--- src/rtl/simmem_wresp_slot_bank.sv ---
// Write-response slot bank: parks responses in free slots and releases them on request.
// Optional SIMMEM_WRESP_OUT_REG_EN adds a single-entry output register.
module simmem_wresp_slot_bank #(
    parameter int  TotalCapacity = 64,
    parameter int  IdWidth       = 4,
    parameter int  RespWidth     = 2,
    localparam int SlotAddrWidth = $clog2(TotalCapacity)
) (
    input  logic                     clk_i,
    input  logic                     rst_ni,
    input  logic [IdWidth-1:0]       in_id_i,
    input  logic [RespWidth-1:0]     in_resp_i,
    input  logic                     in_valid_i,
    output logic                     in_ready_o,
    output logic [SlotAddrWidth-1:0] local_identifier_o,
    input  logic [TotalCapacity-1:0] release_en_i,
    output logic [TotalCapacity-1:0] address_released_onehot_o,
    output logic [IdWidth-1:0]       out_id_o,
    output logic [RespWidth-1:0]     out_resp_o,
    output logic                     out_valid_o,
    input  logic                     out_ready_i
);

    typedef enum logic [1:0] {
        SLOT_FREE,
        SLOT_STORED,
        SLOT_RELEASABLE
    } slot_state_e;

    slot_state_e            r_state     [TotalCapacity];
    slot_state_e            w_state_nxt [TotalCapacity];
    logic [IdWidth-1:0]     r_id        [TotalCapacity];
    logic [RespWidth-1:0]   r_resp      [TotalCapacity];

    logic                     w_any_free;
    logic [SlotAddrWidth-1:0] w_free_idx;
    logic                     w_any_rel;
    logic [SlotAddrWidth-1:0] w_rel_idx;
    logic [SlotAddrWidth-1:0] w_sel_idx;
    logic                     w_pop;
    logic [TotalCapacity-1:0] w_alloc_oh;
    logic [TotalCapacity-1:0] w_free_oh;

    // Downward scan so the lowest matching index wins.
    always_comb begin
        w_any_free = 1'b0;
        w_free_idx = '0;
        w_any_rel  = 1'b0;
        w_rel_idx  = '0;
        for (int k = TotalCapacity - 1; k >= 0; k--) begin
            if (r_state[k] == SLOT_FREE) begin
                w_any_free = 1'b1;
                w_free_idx = SlotAddrWidth'(k);
            end
            if (r_state[k] == SLOT_RELEASABLE) begin
                w_any_rel = 1'b1;
                w_rel_idx = SlotAddrWidth'(k);
            end
        end
    end

    assign in_ready_o         = w_any_free;
    assign local_identifier_o = w_free_idx;

    assign w_alloc_oh = (in_valid_i && w_any_free) ?
                        (TotalCapacity'(1) << w_free_idx) : '0;
    assign w_free_oh  = w_pop ? (TotalCapacity'(1) << w_sel_idx) : '0;

    assign address_released_onehot_o = w_free_oh;

    always_comb begin
        for (int k = 0; k < TotalCapacity; k++) begin
            w_state_nxt[k] = r_state[k];
            unique case (r_state[k])
                SLOT_FREE:       if (w_alloc_oh[k])   w_state_nxt[k] = SLOT_STORED;
                SLOT_STORED:     if (release_en_i[k]) w_state_nxt[k] = SLOT_RELEASABLE;
                SLOT_RELEASABLE: if (w_free_oh[k])    w_state_nxt[k] = SLOT_FREE;
                default:                              w_state_nxt[k] = SLOT_FREE;
            endcase
        end
    end

    always_ff @(posedge clk_i or negedge rst_ni) begin
        if (!rst_ni) begin
            for (int k = 0; k < TotalCapacity; k++) r_state[k] <= SLOT_FREE;
        end else begin
            for (int k = 0; k < TotalCapacity; k++) r_state[k] <= w_state_nxt[k];
        end
    end

    always_ff @(posedge clk_i) begin
        for (int k = 0; k < TotalCapacity; k++) begin
            if (w_alloc_oh[k]) begin
                r_id[k]   <= in_id_i;
                r_resp[k] <= in_resp_i;
            end
        end
    end

`ifdef SIMMEM_WRESP_OUT_REG_EN
    logic                 r_ovld;
    logic [IdWidth-1:0]   r_oid;
    logic [RespWidth-1:0] r_oresp;

    // The slot is freed when it moves into the register, not at the handshake.
    assign w_sel_idx = w_rel_idx;
    assign w_pop     = w_any_rel && (!r_ovld || out_ready_i);

    always_ff @(posedge clk_i or negedge rst_ni) begin
        if (!rst_ni) begin
            r_ovld  <= 1'b0;
            r_oid   <= '0;
            r_oresp <= '0;
        end else if (w_pop) begin
            r_ovld  <= 1'b1;
            r_oid   <= r_id[w_sel_idx];
            r_oresp <= r_resp[w_sel_idx];
        end else if (out_ready_i) begin
            r_ovld  <= 1'b0;
        end
    end

    assign out_valid_o = r_ovld;
    assign out_id_o    = r_oid;
    assign out_resp_o  = r_oresp;
`else
    logic                     r_hold_vld;
    logic [SlotAddrWidth-1:0] r_hold_idx;

    // A stalled presentation pins its slot until the handshake.
    assign w_sel_idx = r_hold_vld ? r_hold_idx : w_rel_idx;
    assign w_pop     = w_any_rel && out_ready_i;

    always_ff @(posedge clk_i or negedge rst_ni) begin
        if (!rst_ni) begin
            r_hold_vld <= 1'b0;
            r_hold_idx <= '0;
        end else begin
            r_hold_vld <= w_any_rel && !out_ready_i;
            r_hold_idx <= w_sel_idx;
        end
    end

    assign out_valid_o = w_any_rel;
    assign out_id_o    = w_any_rel ? r_id[w_sel_idx] : '0;
    assign out_resp_o  = w_any_rel ? r_resp[w_sel_idx] : '0;
`endif

endmodule

--- config.mk ---
export PLATFORM = sky130hd
export DESIGN_NAME = simmem_wresp_slot_bank
export DESIGN_NICKNAME = d
export VERILOG_FILES = /design/src/rtl/simmem_wresp_slot_bank.sv
export SDC_FILE = /design/constraint.sdc
export NUM_CORES = 1
export LEC_CHECK = 0
export ABC_AREA = 0
export ABC_CLOCK_PERIOD_IN_PS = 4700
export CAP_MARGIN = 10
export CORE_AREA = 2 2 239 241
export DETAILED_ROUTE_END_ITERATION = 16
export DIE_AREA = 0 0 241 243
export SYNTH_ARGS = -nofsm -noshare
export SYNTH_HDL_FRONTEND = slang
export SYNTH_SLANG_ARGS = --single-unit
--- constraint.sdc ---
create_clock -name clk_i -period 4.7 [get_ports clk_i]
set_clock_uncertainty 0.1 [all_clocks]
set_input_delay 0.47 -clock clk_i [delete_from_list [all_inputs] [get_ports clk_i]]
set_output_delay 0.47 -clock clk_i [all_outputs]
set_load 0.03 [all_outputs]
==> impl_metrics.toml <==
[setup_path]
cp_max_fo = 6
crit_required_ns = 4.13
start_kind = "flip-flop"
criticalPathCategory = "flip-flop to primary output"
arrival_ns = 4.32
cp-end-kind = "primary output"

[detailed_routing]
wirelength_um = 78700
num_vias = 18300
first_pass_iters = 6
wl_per_cell_um = 24.9
ant_nets = 0
vias_per_cell = 5.79
drc_errors = 0
drt_iter0_drc = 1807

[floorplanning]
coreArea_um2 = 56000
die_height_um = 243
die_area_um2 = 58600
die_w_um = 241
num_io_pins = 152
initial_core_util_pct = 41.7
rows = 87

[synth]
synth-main-ff-cell = "edfxtp_1"
synth_xor_area_share_pct = 0
synthTopCellsByArea = "edfxtp_1, dfrtp_1, nor2_1, nand2_1, mux2i_1"
synth_compound_area_share_pct = 11.0
synthArstFlopShare_pct = 26.0
synth.largest_area_cell = "edfxtp_1"
synth_simple_gate_area_share_pct = 17.0
syn_nets = 2056
synth_mux_area_share_pct = 5.92
synth-seq-cells = 519
synth_top_family_by_area = "simple AND/OR/NAND/NOR gates"
ys_warn_count = 0
synth_cell_types = 79
synthCells = 1982
syn_area_um2 = 23300
yosysSeqAreaShare_pct = 63.9
avgSynthCellArea_um2 = 11.8
yosysTopAreaCellShare_pct = 49.5
synth-edff-count = 384
synthAdderAreaFrac_pct = 0

[global_routing]
grt-ovfl-total = 0
grt_pass1_wl_um = 115000
grt_antenna_before_repair = 2
grt_max_degree = 107
track_usage_pct = 26.4
first_global_vias = 17900

[timing]
rsz0062_at_grt = "true"
relSlewSlack_pct = 24.1
hold_slack_ns = 0.281
tightest_slew_ns = 1.14
period_needed_ns = 4.89
final.period_utilization_pct = 104
clock.fmax_mhz = 205
setup_slack_ns = -0.186
setup_tns_ns = -0.888
slew_viol_final = 0
setup_viol = 6
finalHoldViolations = 0

[finish]
ff_latch_area_um2 = 14900
fillers = 4800
area_growth_pct = 30.8
multi_input_area_um2 = 8760
finalNetCount = 2432
drive_gt1_share_pct = 25.1
final_area_um2 = 30500

[run_status]
status = "finished with violations"
failed_checks = "negative setup slack"

[clock_network]
cts_buffer_depth = 3
htreeDepth = 2
clock_latency_ns = 0.62
cts.reportedPaths.clkPinSlew_ns = 0.06
cts_buffers = 55
cts_tree = "done"
clock_sinks = 519
cts-root-buf = "clkbuf_16"

[worst_hold_path]
hp-class = "input port to flip-flop"

[placement]
place_area_um2 = 26800
dpl.hpwl_um = 51400
place_congestion = 0.928
dp_slack_ns = -0.365
portBuffers = 151

[pwr]
p_leak_uw = 0.0114
pwr_density_cell_nw_per_um2 = 585
peakVddDrop_mv = 0.496
finalPower_uw = 17800

[job]
maxCapViolations = 0
[registers in the layout, summed over array words and instances, names as in the netlist]
register    count
r_id          256
r_resp        128
r_hold_vld      1
r_state       128
r_hold_idx      6
[synth_stat cells, drive strengths merged, types with 15 or more instances]
cell,instances
a21oi,43
a31oi,25
and3,22
buf,36
clkbuf,34
dfrtp,135
edfxtp,384
inv,48
mux2i,94
nand2,270
nand2b,90
nand3,39
nand3b,29
nand4,15
nor2,270
nor2b,29
nor3,22
o21ai,93
o22ai,97
o32ai,15
[per-layer routing]
layer / routed length (um) / GRT usage [%]
met5: 0 / 0
met4: 2840 / 10.3
met3: 6290 / 4.17
met2: 36900 / 41.8
met1: 32700 / 36.4
[placed cells by master (no fill, tap or decap), drive strengths merged, types with 14 or more instances in the layout]
master	instances
edfxtp	384
buf	303
nand2	270
nor2	270
dfrtp	135
o22ai	97
mux2i	94
o21ai	93
nand2b	90
clkbuf	82
clkdlybuf4s50	72
inv	48
a21oi	43
nand3	39
nand3b	29
nor2b	29
a31oi	25
and3	22
nor3	22
clkinv	22
nand4	15
o32ai	15
a211oi	14
[cell families after synthesis]
| kind of cell | count (synthesis) |
|---|---|
| and+or+nand+nor | 841 |
| DFF | 519 |
| AOI/OAI and AO/OA | 384 |
| muxes | 120 |
| buffers and inverters | 118 |
[through the flow]
step,utilization (%),std cells
floorplan,-,1982
global placement,47.9,2958
detailed placement,47.9,2958
CTS,52.9,3120
global route,54.5,3157
finish,54.5,3158
[worst max-delay path, stage by stage (launching register included)]
cell,delay (ns)
dfrtp_1,0.40
nand2b_1,0.14
nand2_1,0.08
a311o_1,0.38
a211oi_2,0.18
buf_4,0.16
o211ai_1,0.09
a21o_1,0.23
nand2_4,0.13
inv_8,0.06
buf_12,0.15
buf_12,0.15
mux2i_1,0.17
a32oi_1,0.20
a21oi_1,0.12
or4_4,0.53
a2111oi_4,0.23
buf_4,0.20
buf_12,0.11
[worst paths after layout]
kind	startpoint	slack (ns)	cells past startpoint	end
worst max-delay path	r_state[3]	-0.19	18	out_id_o[3]
worst min-delay path	in_id_i[3]	0.28	1	r_id[60][3]
worst max register to register	r_state[3]	0.32	15	r_id[31][3]
worst min register to register	r_state[125]	0.44	1	r_state[125]
max in group asynchronous	rst_ni	2.94	3	r_state[44]
min in group asynchronous	rst_ni	0.46	2	r_state[83]
[report_power, final]
group | switching, uW | internal [uW]
Sequential | 118 | 5080
Combinational | 4910 | 3640
Clock | 1820 | 2260
[timing repair]
item	in CTS	in global routing
gates cloned	7	5
setup endpoints to repair	63	69
endpoints found under the hold margin	105	0
buffers inserted	54	35
gates resized for setup	113	133
hold buffers	1	0
pin swaps	28	27
[area by class of cell]
type	instances	area share, %
Inverter	48	0.665
Timing Repair Buffer	388	13.1
Multi-Input combinational cell	1345	28.7
Timing Repair inverter	1	0.0369
Clock buffer	76	5.00
Sequential cell	519	48.9
Clock inverter	24	0.468
Antenna cell	1	0.00821
Tap cell	756	3.10
Note: power is estimated with default switching activity, not from simulation.
